**config.mk**
```make
export PLATFORM = sky130hd
export DESIGN_NAME = pe_dispatcher
export DESIGN_NICKNAME = d
export VERILOG_FILES = /design/src/rtl/pe_proto_pkg.sv /design/src/rtl/beat_counter.sv /design/src/rtl/pe_dispatcher.sv
export SDC_FILE = /design/constraint.sdc
export NUM_CORES = 1
export LEC_CHECK = 0
export ABC_AREA = 1
export BUFFER_PORTS_ARGS = -buffer_cell sky130_fd_sc_hd__clkbuf_2
export CAP_MARGIN = 20
export CORE_MARGIN = 3
export CORE_UTILIZATION = 39
export CTS_CLUSTER_SIZE = 10
export DETAILED_ROUTE_END_ITERATION = 10
export PLACE_DENSITY = 0.76
export SETUP_SLACK_MARGIN = 0.1
export SYNTH_ARGS = -nofsm -noshare
export SYNTH_HDL_FRONTEND = slang
export SYNTH_SLANG_ARGS = --single-unit
```
**constraint.sdc**
```tcl
create_clock -name clk -period 6 [get_ports clk]
set_clock_uncertainty 0.2 [all_clocks]
set_input_delay 1.2 -clock clk [delete_from_list [all_inputs] [get_ports clk]]
set_output_delay 1.2 -clock clk [all_outputs]
set_load 0.02 [all_outputs]
```
**src/rtl/pe_proto_pkg.sv**
```systemverilog
// pe_proto_pkg: shared PE control protocol encodings for the dispatcher
package pe_proto_pkg;
    typedef enum logic [3:0] {
        S_IDLE, S_START, S_FILT, S_IFM, S_CMP, S_WAITD, S_ACC, S_PSUM, S_DRAIN, S_FIN
    } state_t;
    typedef enum logic [1:0] {MODE_0, MODE_1, MODE_2} pe_mode_t;
    localparam logic PE_FUNC_COMPUTE = 1'b0;
    localparam logic PE_FUNC_ACC     = 1'b1;
    localparam logic [1:0] WSEL_FILT = 2'd0;
    localparam logic [1:0] WSEL_IFM  = 2'd1;
    localparam logic [1:0] WSEL_PSUM = 2'd2;
    function automatic logic is_stream(state_t s);
        return s == S_FILT || s == S_IFM || s == S_PSUM;
    endfunction
endpackage

```
**src/rtl/beat_counter.sv**
```systemverilog
// beat_counter: saturating beat counter with clear and terminal-count compare
module beat_counter #(
    parameter int CNT_W = 8
) (
    input  logic             clk,
    input  logic             rst,
    input  logic             clr,
    input  logic             en,
    input  logic [CNT_W-1:0] n,
    output logic             last
);
    localparam logic [CNT_W-1:0] ONE = 1;
    logic [CNT_W-1:0] cnt_q, cnt_d;
    // clear wins over count; the counter never wraps
    always_comb begin
        cnt_d = clr ? '0 : (en && cnt_q != '1) ? cnt_q + ONE : cnt_q;
        last  = (cnt_q == n - ONE) || (cnt_q == '1);
    end
    // count register
    always_ff @(posedge clk) begin
        if (rst) cnt_q <= '0;
        else     cnt_q <= cnt_d;
    end
endmodule

```
**src/rtl/pe_dispatcher.sv**
```systemverilog
// pe_dispatcher: issues one PE job (start, filter/ifmap stream, compute, optional accumulate and drain); optional PERF_CNT_EN adds perf counters
module pe_dispatcher
    import pe_proto_pkg::*;
#(
    parameter int DATA_W = 16,
    parameter int CNT_W  = 8
) (
    input  logic              clk,
    input  logic              rst,
    input  logic              cmd_valid,
    output logic              cmd_ready,
    input  logic [1:0]        cmd_mode,
    input  logic              cmd_acc,
    input  logic [CNT_W-1:0]  cmd_filt_n,
    input  logic [CNT_W-1:0]  cmd_ifm_n,
    input  logic [CNT_W-1:0]  cmd_psum_n,
    input  logic              src_valid,
    input  logic [DATA_W-1:0] src_data,
    output logic              src_ready,
    output logic              pe_start,
    output logic [1:0]        pe_mode,
    output logic              pe_change_mode,
    output logic              pe_func,
    output logic              pe_wen,
    output logic [1:0]        pe_wsel,
    output logic [DATA_W-1:0] pe_wdata,
    input  logic              pe_full,
    input  logic              pe_done,
    input  logic              pe_out_valid,
    input  logic [DATA_W-1:0] pe_out_data,
    output logic              pe_out_ren,
    output logic              psum_out_valid,
    output logic [DATA_W-1:0] psum_out_data,
    input  logic              psum_out_ready,
    output logic              busy,
    output logic              job_done
`ifdef PERF_CNT_EN
    ,
    output logic [31:0]       perf_busy,
    output logic [31:0]       perf_stall
`endif
);
    state_t           state_q, state_d;
    logic [1:0]       mode_q, mode_d;
    logic             acc_q, acc_d;
    logic [CNT_W-1:0] filt_n_q, filt_n_d, ifm_n_q, ifm_n_d, psum_n_q, psum_n_d;
    logic             cmd_ready_q, cmd_ready_d, pe_start_q, pe_start_d;
    logic             pe_cm_q, pe_cm_d, pe_func_q, pe_func_d;
    logic             busy_q, busy_d, job_done_q, job_done_d;
    logic             stream, xfer, pop, last;
    logic [CNT_W-1:0] cnt_n;
    // streaming and drain handshakes are combinational and suppressed during reset
    always_comb begin
        stream         = is_stream(state_q);
        src_ready      = stream && !pe_full && !rst;
        xfer           = src_valid && src_ready;
        pe_wen         = xfer;
        pe_wsel        = state_q == S_IFM ? WSEL_IFM : state_q == S_PSUM ? WSEL_PSUM : WSEL_FILT;
        pe_wdata       = stream ? src_data : '0;
        pop            = state_q == S_DRAIN && pe_out_valid && psum_out_ready && !rst;
        pe_out_ren     = pop;
        psum_out_valid = state_q == S_DRAIN && pe_out_valid;
        psum_out_data  = state_q == S_DRAIN ? pe_out_data : '0;
        cnt_n          = state_q == S_FILT ? filt_n_q : state_q == S_IFM ? ifm_n_q : psum_n_q;
    end
    // next-state, command latch and registered strobe decode
    always_comb begin
        state_d  = state_q;
        mode_d   = mode_q;
        acc_d    = acc_q;
        filt_n_d = filt_n_q;
        ifm_n_d  = ifm_n_q;
        psum_n_d = psum_n_q;
        case (state_q)
            S_IDLE: if (cmd_valid && cmd_ready_q) begin
                state_d  = S_START;
                mode_d   = cmd_mode;
                acc_d    = cmd_acc;
                filt_n_d = cmd_filt_n;
                ifm_n_d  = cmd_ifm_n;
                psum_n_d = cmd_psum_n;
            end
            S_START: state_d = filt_n_q != '0 ? S_FILT : ifm_n_q != '0 ? S_IFM : S_CMP;
            S_FILT:  if (xfer && last) state_d = ifm_n_q != '0 ? S_IFM : S_CMP;
            S_IFM:   if (xfer && last) state_d = S_CMP;
            S_CMP:   state_d = S_WAITD;
            S_WAITD: if (pe_done) state_d = acc_q ? S_ACC : S_FIN;
            S_ACC:   state_d = psum_n_q != '0 ? S_PSUM : S_FIN;
            S_PSUM:  if (xfer && last) state_d = S_DRAIN;
            S_DRAIN: if (pop && last) state_d = S_FIN;
            S_FIN:   state_d = S_IDLE;
            default: state_d = S_IDLE;
        endcase
        cmd_ready_d = state_d == S_IDLE;
        pe_start_d  = state_d == S_START;
        pe_cm_d     = state_d == S_CMP || state_d == S_ACC;
        pe_func_d   = state_d == S_ACC ? PE_FUNC_ACC : PE_FUNC_COMPUTE;
        busy_d      = state_d != S_IDLE;
        job_done_d  = state_d == S_FIN;
    end
    beat_counter #(.CNT_W(CNT_W)) u_cnt (
        .clk  (clk),
        .rst  (rst),
        .clr  (state_d != state_q),
        .en   (xfer || pop),
        .n    (cnt_n),
        .last (last)
    );
    // FSM state, latched command and registered outputs
    always_ff @(posedge clk) begin
        if (rst) begin
            state_q     <= S_IDLE;
            mode_q      <= MODE_0;
            acc_q       <= 1'b0;
            filt_n_q    <= '0;
            ifm_n_q     <= '0;
            psum_n_q    <= '0;
            cmd_ready_q <= 1'b1;
            pe_start_q  <= 1'b0;
            pe_cm_q     <= 1'b0;
            pe_func_q   <= 1'b0;
            busy_q      <= 1'b0;
            job_done_q  <= 1'b0;
        end else begin
            state_q     <= state_d;
            mode_q      <= mode_d;
            acc_q       <= acc_d;
            filt_n_q    <= filt_n_d;
            ifm_n_q     <= ifm_n_d;
            psum_n_q    <= psum_n_d;
            cmd_ready_q <= cmd_ready_d;
            pe_start_q  <= pe_start_d;
            pe_cm_q     <= pe_cm_d;
            pe_func_q   <= pe_func_d;
            busy_q      <= busy_d;
            job_done_q  <= job_done_d;
        end
    end
    assign cmd_ready      = cmd_ready_q;
    assign pe_start       = pe_start_q;
    assign pe_mode        = mode_q;
    assign pe_change_mode = pe_cm_q;
    assign pe_func        = pe_func_q;
    assign busy           = busy_q;
    assign job_done       = job_done_q;
`ifdef PERF_CNT_EN
    logic [31:0] perf_busy_q, perf_busy_d, perf_stall_q, perf_stall_d;
    // saturating activity and stall counters, cleared only by reset
    always_comb begin
        perf_busy_d  = (busy_q && perf_busy_q != '1) ? perf_busy_q + 32'd1 : perf_busy_q;
        perf_stall_d = (((src_valid && pe_full) || state_q == S_WAITD) && perf_stall_q != '1)
                     ? perf_stall_q + 32'd1 : perf_stall_q;
    end
    // perf counter registers
    always_ff @(posedge clk) begin
        if (rst) begin
            perf_busy_q  <= '0;
            perf_stall_q <= '0;
        end else begin
            perf_busy_q  <= perf_busy_d;
            perf_stall_q <= perf_stall_d;
        end
    end
    assign perf_busy  = perf_busy_q;
    assign perf_stall = perf_stall_q;
`endif
endmodule

```
==> impl_metrics.yaml <==
placed_design:
  io_buffers: 112
  dpl.hpwl_mm: 6.273
  gp_congestion: 0.9302
power_and_ir_drop:
  ir_drop_mv: 0.1629
  cellPowerDensity_mw_per_mm2: 377.5
  p_leak_nw: 2.042
setup_path:
  r2r_slack_ps: 2370
  reg2reg_to: "u_cnt.cnt_q[1]$_SDFFE_PP0P_"
  cp_max_fo: 33
  end_kind: "primary output"
  arrival_ps: 2500
  critical_path_class: "primary input to primary output"
  r2r_cells: 23
  cp-start-kind: "primary input"
  critPathRequiredTime_ps: 4600
  cp_slowest_cell: "inv_1"
  cp_slowest_stage_delay_ps: 610
  rr_startpoint: "state_q[3]$_SDFF_PP0_"
  path_cells: "clkbuf_2 -> inv_1 -> nand3_1 -> inv_1 -> clkbuf_2"
synthesis:
  synth_top_family_by_area: "simple AND/OR/NAND/NOR gates"
  ys_seq_area_share_pct: 31.03
  synth_fp_nets: 533
  synth.avg_cell_area_um2: 6.256
  synth_cell_type_count: 30
  synth-xor-area-share_pct: 2.414
  synth_cells: 464
  synth-compound-area-share_pct: 12.24
  synth-simple-area-share_pct: 37.63
  synthMuxAreaShare_pct: 0
  yosysWarningCount: 0
  yosys.area_share.adder_pct: 0.8621
  ys_seq_elements: 45
  syn_area_mm2: 0.002903
sta:
  period_minus_slack_ps: 3900
  fin_tns_setup_ps: 0
  hold_viol: 0
  slew_viol_final: 0
  setup_viol: 0
  relSlewSlack_pct: 46.90
  rsz0062_at_grt: "false"
  period_share_pct: 65.00
  tightest_slew_ps: 795.6
  max_freq_mhz: 256.4
cts:
  clock_latency_ps: 300
  post-cts-setup-buffers: 0
  hold_buffers: 0
  clock_path_buffers: 2
  root_buffer: "clkbuf_8"
  cts_resized: 0
  cts_buffers: 5
  htreeDepth: 2
  cts_sinks: 45
  clkTransAtPathRegs_ps: 80
  cts_tree: "done"
global_route:
  grt_pass1_wl_mm: 12.92
  gr-usage-all-layers_pct: 18.46
  grt.overflow.total: 0
  grt_start_max_net_pins: 56
  grt_pass1_vias: 3004
  grt_antenna_before_repair: 0
floorplan:
  coreArea_mm2: 0.007019
  row_count: 30
  die_h_um: 92.28
  start_util_pct: 41.35
  io_pins: 113
  dieArea_mm2: 0.008515
  fp.dieW_um: 92.28
routing:
  drt_iter0_drc: 63
  wl_per_cell_um: 11.23
  wl_mm: 7.500
  postRouteAntennaNets: 0
  drc: 0
  drtPass1Iterations: 4
  via_count: 3155
  vias_per_cell: 4.723
hold_path:
  hold_path.class: "flop to flop"
  worstHoldStart: "pe_mode[0]$_SDFFE_PP0P_"
  timing.hold.worst_path_depth: 2
  holdPathEnd: "pe_mode[0]$_SDFFE_PP0P_"
layout:
  fill_cells: 723
  mostFrequentLayoutCell: "clkbuf_2"
  layout_common_cells: "clkbuf_2 (112), inv_1 (102), nand2_1 (73)"
  num_antenna_cells: 0
  nets: 640
  drive_above_1_share_pct: 28.32
  area_growth_pct: 25.09
  postLayoutCoreUtil_pct: 51.73
status:
  outcome: "finished, final reports clean"
run:
  drv_cap: 0
## layer usage
metal	vias up	routed length, um	track usage, %
met5	-	0	0
met4	0	66	4.332
met3	5	642	5.660
met2	115	3583	32.73
met1	1386	3207	21.70
li1	1649	-	-
## synth_stat cells
cell type | n | share of area, %
a31oi_1 | 1 | 0.22
nand3_1 | 40 | 6.9
inv_2 | 4 | 0.52
xor2_1 | 7 | 2.1
nand3b_1 | 1 | 0.26
a41oi_1 | 1 | 0.30
dfxtp_1 | 45 | 31
nand3_2 | 7 | 2.4
nor4_4 | 1 | 0.73
nand2_2 | 6 | 1.3
nor3_1 | 5 | 0.86
ha_1 | 2 | 0.86
nor3_4 | 1 | 0.56
a22oi_1 | 1 | 0.26
nand4_1 | 11 | 2.4
buf_1 | 1 | 0.13
inv_1 | 102 | 13
nand2_1 | 73 | 9.4
o21ai_0 | 34 | 5.9
nand2_4 | 4 | 1.6
nor4_1 | 1 | 0.22
o21a_1 | 1 | 0.26
clkinv_2 | 1 | 0.17
xnor2_1 | 1 | 0.30
a21oi_1 | 31 | 5.3
nor2_1 | 53 | 6.9
nor2_4 | 3 | 1.2
nor2_2 | 14 | 3.0
clkbuf_1 | 10 | 1.3
buf_4 | 2 | 0.52
## critical path: cells and delay by family
family	cells	cell delay (ps)
AND/OR/NAND/NOR	1	230
buffers and inverters	4	1070
## cells by family (layout without fill, tap and decap cells)
kind of cell,Yosys count,in the layout
adders and majority gates,2,2
AOI/OAI and AO/OA,69,69
and+or+nand+nor,220,220
xor gates and xnor gates,8,8
DFF,45,45
buffers and inverters,120,228
## cell type report
type / count / area (um^2) / share of cell area, %
clock buffers: 6 / 82.58 / 2.274
clock inverters: 2 / 13.76 / 0.3790
repair buffers: 113 / 568.0 / 15.64
well taps: 96 / 120.1 / 3.308
multi-input cells: 299 / 1543 / 42.49
flip-flops and latches: 45 / 900.9 / 24.81
inverters: 107 / 402.9 / 11.10
## registers in the layout (all words and copies together), names as in the netlist
name            flops
ifm_n_q             8
acc_q               1
u_cnt.cnt_q         8
busy                1
filt_n_q            8
state_q             4
psum_n_q            8
pe_mode             2
cmd_ready           1
pe_func             1
job_done            1
pe_change_mode      1
pe_start            1
## power by group
| group | internal, mW | total, mW | switching, mW |
|---|---|---|---|
| sequential | 0.368 | 0.398 | 0.0297 |
| combinational | 0.256 | 0.779 | 0.523 |
| clock | 0.0933 | 0.193 | 0.100 |
## through the flow
stage	instances	cell area [um^2]	worst slack [ps]	power [mW]	hold slack [ps]
detailed placement	660	3535	2094	1.183	241.1
global placement	660	3535	2189	1.162	235.7
floorplan	464	2903	2689	1.009	223.9
finish	668	3631	2100	1.371	252.6
global route	668	3631	1916	1.513	291.7
CTS	668	3631	2089	1.380	254.4
## worst max-delay path by stage
stage                 end  depth (start not counted)  slack, ps         start
2_1_floorplan  pe_out_ren                          4       2690  pe_out_valid
3_3_place_gp   pe_out_ren                          5       2190           rst
3_5_place_dp   pe_out_ren                          5       2090           rst
4_1_cts        pe_out_ren                          5       2090           rst
5_1_grt        pe_out_ren                          5       1920           rst
6_report       pe_out_ren                          5       2100           rst
(Power assumes the default switching activity.)
